===== config.mk =====
export PLATFORM = sky130hd
export DESIGN_NAME = fetch_pc_unit
export DESIGN_NICKNAME = d
export VERILOG_FILES = /design/src/rtl/fetch_pc_unit.sv
export SDC_FILE = /design/constraint.sdc
export NUM_CORES = 1
export LEC_CHECK = 0
export CAP_MARGIN = 15
export CORE_MARGIN = 2
export CORE_UTILIZATION = 51
export DETAILED_ROUTE_END_ITERATION = 16
export PLACE_DENSITY = 0.76
export SYNTH_ARGS = -nofsm -noshare
export SYNTH_HDL_FRONTEND = slang
export SYNTH_SLANG_ARGS = --single-unit

===== constraint.sdc =====
create_clock -name clk -period 2.45 [get_ports clk]
set_clock_uncertainty 0.05 [all_clocks]
set_input_delay 0.49 -clock clk [delete_from_list [all_inputs] [get_ports clk]]
set_output_delay 0.49 -clock clk [all_outputs]
set_load 0.02 [all_outputs]

===== src/rtl/fetch_pc_unit.sv =====
// Program counter and fetch sequencer feeding the 9-bit instruction ROM.
// Handles start/halt, stall, branch/jump redirects and a call/return stack.
module fetch_pc_unit #(
    parameter logic [7:0] START_ADDR = 8'd0,
    parameter logic [7:0] LAST_ADDR  = 8'd140,
    parameter int         RAS_DEPTH  = 4
) (
    input  logic       clk,
    input  logic       reset,
    input  logic       start,
    input  logic       stall,
    input  logic       halt_req,
    input  logic       br_taken,
    input  logic       jump,
    input  logic       call,
    input  logic       ret,
    input  logic [7:0] target,
    output logic [7:0] prog_ctr,
    output logic       fetch_valid,
    output logic       done,
    output logic       ras_err
);

    localparam int IW  = $clog2(RAS_DEPTH);
    localparam int SPW = IW + 1;
    localparam logic [SPW-1:0] SP_FULL = SPW'(RAS_DEPTH);

    typedef enum logic [1:0] {
        IDLE,
        RUN,
        HALT
    } state_t;

    state_t         state, state_nx;
    logic [7:0]     pc_nx;
    logic [7:0]     pc_inc;
    logic [SPW-1:0] sp, sp_nx;
    logic [IW-1:0]  top_idx;
    logic           err_nx;
    logic           push;
    logic [7:0]     stack [RAS_DEPTH];

    assign pc_inc  = prog_ctr + 8'd1;
    assign top_idx = IW'(sp - SPW'(1));

    assign fetch_valid = (state == RUN) && !stall;
    assign done        = (state == HALT);

    always_comb begin
        state_nx = state;
        pc_nx    = prog_ctr;
        sp_nx    = sp;
        err_nx   = ras_err;
        push     = 1'b0;
        unique case (state)
            IDLE: begin
                if (start) begin
                    state_nx = RUN;
                    pc_nx    = START_ADDR;
                end
            end
            RUN: begin
                if (halt_req) begin
                    state_nx = HALT;
                end else if (stall) begin
                    pc_nx = prog_ctr;
                end else if (ret) begin
                    // ret outranks call when both arrive together
                    if (sp == '0) begin
                        err_nx = 1'b1;
                        pc_nx  = pc_inc;
                    end else begin
                        pc_nx = stack[top_idx];
                        sp_nx = sp - SPW'(1);
                    end
                end else if (call) begin
                    pc_nx = target;
                    if (sp == SP_FULL) begin
                        err_nx = 1'b1;
                    end else begin
                        push  = 1'b1;
                        sp_nx = sp + SPW'(1);
                    end
                end else if (jump || br_taken) begin
                    pc_nx = target;
                end else if (prog_ctr == LAST_ADDR) begin
                    state_nx = HALT;
                end else begin
                    pc_nx = pc_inc;
                end
            end
            HALT: begin
                if (start) begin
                    state_nx = RUN;
                    pc_nx    = START_ADDR;
                    sp_nx    = '0;
                    err_nx   = 1'b0;
                end
            end
            default: state_nx = IDLE;
        endcase
    end

    always_ff @(posedge clk) begin
        if (reset) begin
            state    <= IDLE;
            prog_ctr <= START_ADDR;
            sp       <= '0;
            ras_err  <= 1'b0;
            for (int i = 0; i < RAS_DEPTH; i++) begin
                stack[i] <= '0;
            end
        end else begin
            state    <= state_nx;
            prog_ctr <= pc_nx;
            sp       <= sp_nx;
            ras_err  <= err_nx;
            if (push) begin
                stack[sp[IW-1:0]] <= pc_inc;
            end
        end
    end

endmodule


==> flow_summary_export.csv <==
group,metric,value,unit
outcome,status,"finished, final reports clean",
setup_path,crit_path_start,"stall",
setup_path,critPathMaxStageDelay,0.42,ns
min_path,hp-start,"ras_err",
synth,ys_seq_area_share,49.11,%
power,p_per_area,896.3,nW/um2
place,hpwl,4172,um
setup_path,path_max_fanout,8,
clocking,clock_path_buffers,2,
setup_path,rrSetupSlack,0.24,ns
layout,final_layout_size_suffix_gt1_share,15.75,%
setup_path,crit_path_cell_trace,"clkdlybuf4s50_1 -> or2_1 -> a21oi_1 -> and4b_1 -> nand2b_1 -> or3_1 -> nand2b_2",
die,start_util,53.16,%
clocking,numCtsBuffers,5,
global_route,grt_overflow,0,
global_route,track_usage,21.62,%
setup_path,start_kind,"input pin",
routing,wl_per_cell,15.19,um
setup_path,r2r_cells,7,
power,power_report.internal_total,1.694,mW
timing,worst_slew_pin_slew,0.6253,ns
setup_path,crit_arrival,2.22,ns
timing,max_slew_margin,58.17,%
layout,n_antenna_cell,0,
setup_path,worstReg2RegEnd,"stack[1][4]",
synth,synthArstFlopShare,0,%
die,die_width,74.40,um
power,switching_share,39.13,%
global_route,grt_max_degree,21,
routing,firstDrtPassIters,4,
timing,setup_violations,0,
global_route,antenna_found_initial,0,
power,pwr-share-comb,45.9,%
die,die_h,74.40,um
setup_path,slowest_stage,"clkdlybuf4s50_1",
clocking,cts.clk_slew.worst_paths,0.09,ns
routing,via_count,1954,
power,p_seq_share,37.6,%
clocking,tritoncts,"built",
global_route,grt_pass1_wl,8963,um
routing,dr.first_iter.drc_count,149,
routing,wirelength,5455,um
synth,syn_nets,273,
clocking,post-cts-setup-buffer-count,0,
setup_path,reg2reg_from,"sp[1]",
routing,vias_per_cell,5.443,
timing,fin_crit_sh,92.97,%
layout,nNetsFinal,317,
synth,synth_edf_count,32,
place,gp_congestion,0.8889,
power,clockPowerShare,16.5,%
timing,max_freq,439.0,MHz
timing,finalCriticalPeriod,2.278,ns
synth,ys_seq_elements,46,
global_route,grt_pass1_vias,1906,
die,rows,25,
synth,synthCells,247,
power,peakVddDrop,0.4553,mV
place,io_buffers,27,
clocking,cts.sinks,46,
clocking,clkLatencyLatePin,0.30,ns
synth,synth_area,2527,um2
setup_path,critPathKind,"input pin to register",
flow_run,max_cap_violations,0,
timing,rsz0062_at_grt,"false",
synth,avgSynthCellArea,10.23,um2
die,dieArea,5535,um2
min_path,hold_end,"ras_err",
die,coreArea,4755,um2
clocking,htreeDepth,2,
power,p_leak,1.141,nW
timing,hold_viol,0,
routing,post-route-drc-count,0,
timing,setup_tns,0,ns
setup_path,cp-end-kind,"register",
synth,synth_cell_types,44,
layout,area_growth,22.87,%
synth,ys_warn_count,0,
layout,final_core_util,65.32,%
clocking,clockRootBuffer,"clkbuf_8",
synth,synth-main-ff-cell,"edfxtp_1",
die,ios,28,
timing,slew_viol_final,0,
routing,ant_nets,0,
min_path,hold_depth,2,
power,net-switching-power,1.089,mW
setup_path,required,2.39,ns
min_path,hp-class,"register to register",
timing repair:
| item | in CTS | in global routing |
|---|---|---|
| hold buffers | 0 | 0 |
| endpoints found under the hold margin | 0 | 0 |
| endpoints found under the setup margin | 0 | 1 |
| resized for setup | 0 | 2 |
worst max path at each step:
stage	endpoint	slack, ns	depth (start not counted)
3_5_place_dp	stack[1][4]	-0.11	7
3_3_place_gp	stack[1][7]	-0.09	7
5_1_grt	stack[1][4]	0.06	7
6_report	stack[1][4]	0.17	7
2_1_floorplan	stack[0][0]	0.03	11
4_1_cts	fetch_valid	0.01	5
power by group through the flow:
stage | Clock (mW) | Combinational [mW] | Sequential [mW]
6_report | 0.459 | 1.28 | 1.05
5_1_grt | 0.500 | 1.42 | 1.07
4_1_cts | 0.472 | 1.27 | 1.05
3_5_place_dp | 0 | 1.26 | 1.07
3_3_place_gp | 0 | 1.24 | 1.06
2_1_floorplan | 0 | 0.835 | 1.08
routing by layer:
metal  GRT usage [%]  vias up  share of wire, %
li1                -      977                 -
met4           7.738        0               1.2
met2           34.61       39                48
met1           29.69      932                47
met5               0        -                 0
met3           3.930        6               3.7
cell usage after synthesis, drive strengths merged, types with 4 or more instances:
cell type	count	area [um2]
edfxtp	32	960.9
xor2	4	35.03
or3	6	37.54
mux2i	5	50.05
clkbuf	7	26.28
nand2b	6	37.54
nand2	12	45.04
inv	11	41.29
a31oi	4	25.02
o21ai	14	70.06
nor3	4	20.02
mux4	6	135.1
dfxtp	14	280.3
nand3	6	30.03
buf	6	30.03
ha	9	112.6
a21oi	12	60.06
a22o	4	35.03
nor2	50	195.2
xnor2	4	35.03
state kept, by name (all words and copies together), names as in the netlist:
signal / count
prog_ctr: 8
sp: 3
stack: 32
ras_err: 1
state: 2
worst max-delay path: cells and delay by family:
family | cells | cell delay [ns]
simple gates | 5 | 1.18
compound gates | 1 | 0.12
buf+inv | 1 | 0.42
cell type report:
type / instances / area, um2
inverter: 11 / 41.29
sequential: 46 / 1241
tap: 67 / 83.83
clock inverter: 2 / 12.51
fill: 396 / 1649
timing repair buffer: 50 / 445.4
multi-input combinational: 177 / 1209
clock buffer: 6 / 72.57
through the flow:
step	setup WS, ns	power (mW)	area [um2]	hold slack [ns]	cells
after CTS	0.01203	2.791	3100	0.4621	359
final	0.1721	2.784	3105	0.4546	359
after global placement	-0.09187	2.299	3015	0.4281	351
after floorplan	0.03200	1.910	2550	0.4276	247
after global routing	0.06019	2.983	3105	0.4869	359
after detailed placement	-0.1084	2.326	3015	0.4403	351
logic make-up after synthesis:
group	count (synthesis)	share of synthesized area, %
compound gates	45	10.99
xor+xnor	8	2.772
fa+ha+maj	9	4.456
buf+inv	24	3.862
flops	46	49.11
mux	13	8.218
simple gates	102	20.59
layout by cell type, fill, tap and decap left out, drive strengths merged, types with 3 or more instances in the layout:
cell / instances
nor2: 50
edfxtp: 32
clkdlybuf4s50: 26
buf: 23
dfxtp: 14
o21ai: 14
a21oi: 12
nand2: 12
inv: 12
ha: 9
nand3: 6
or3: 6
mux4: 6
clkbuf: 6
nand2b: 6
mux2i: 5
xnor2: 4
xor2: 4
nor3: 4
a31oi: 4
a22o: 4
o211ai: 3
nand4: 3
nor4: 3
Note: power is estimated with default switching activity, not from simulation.
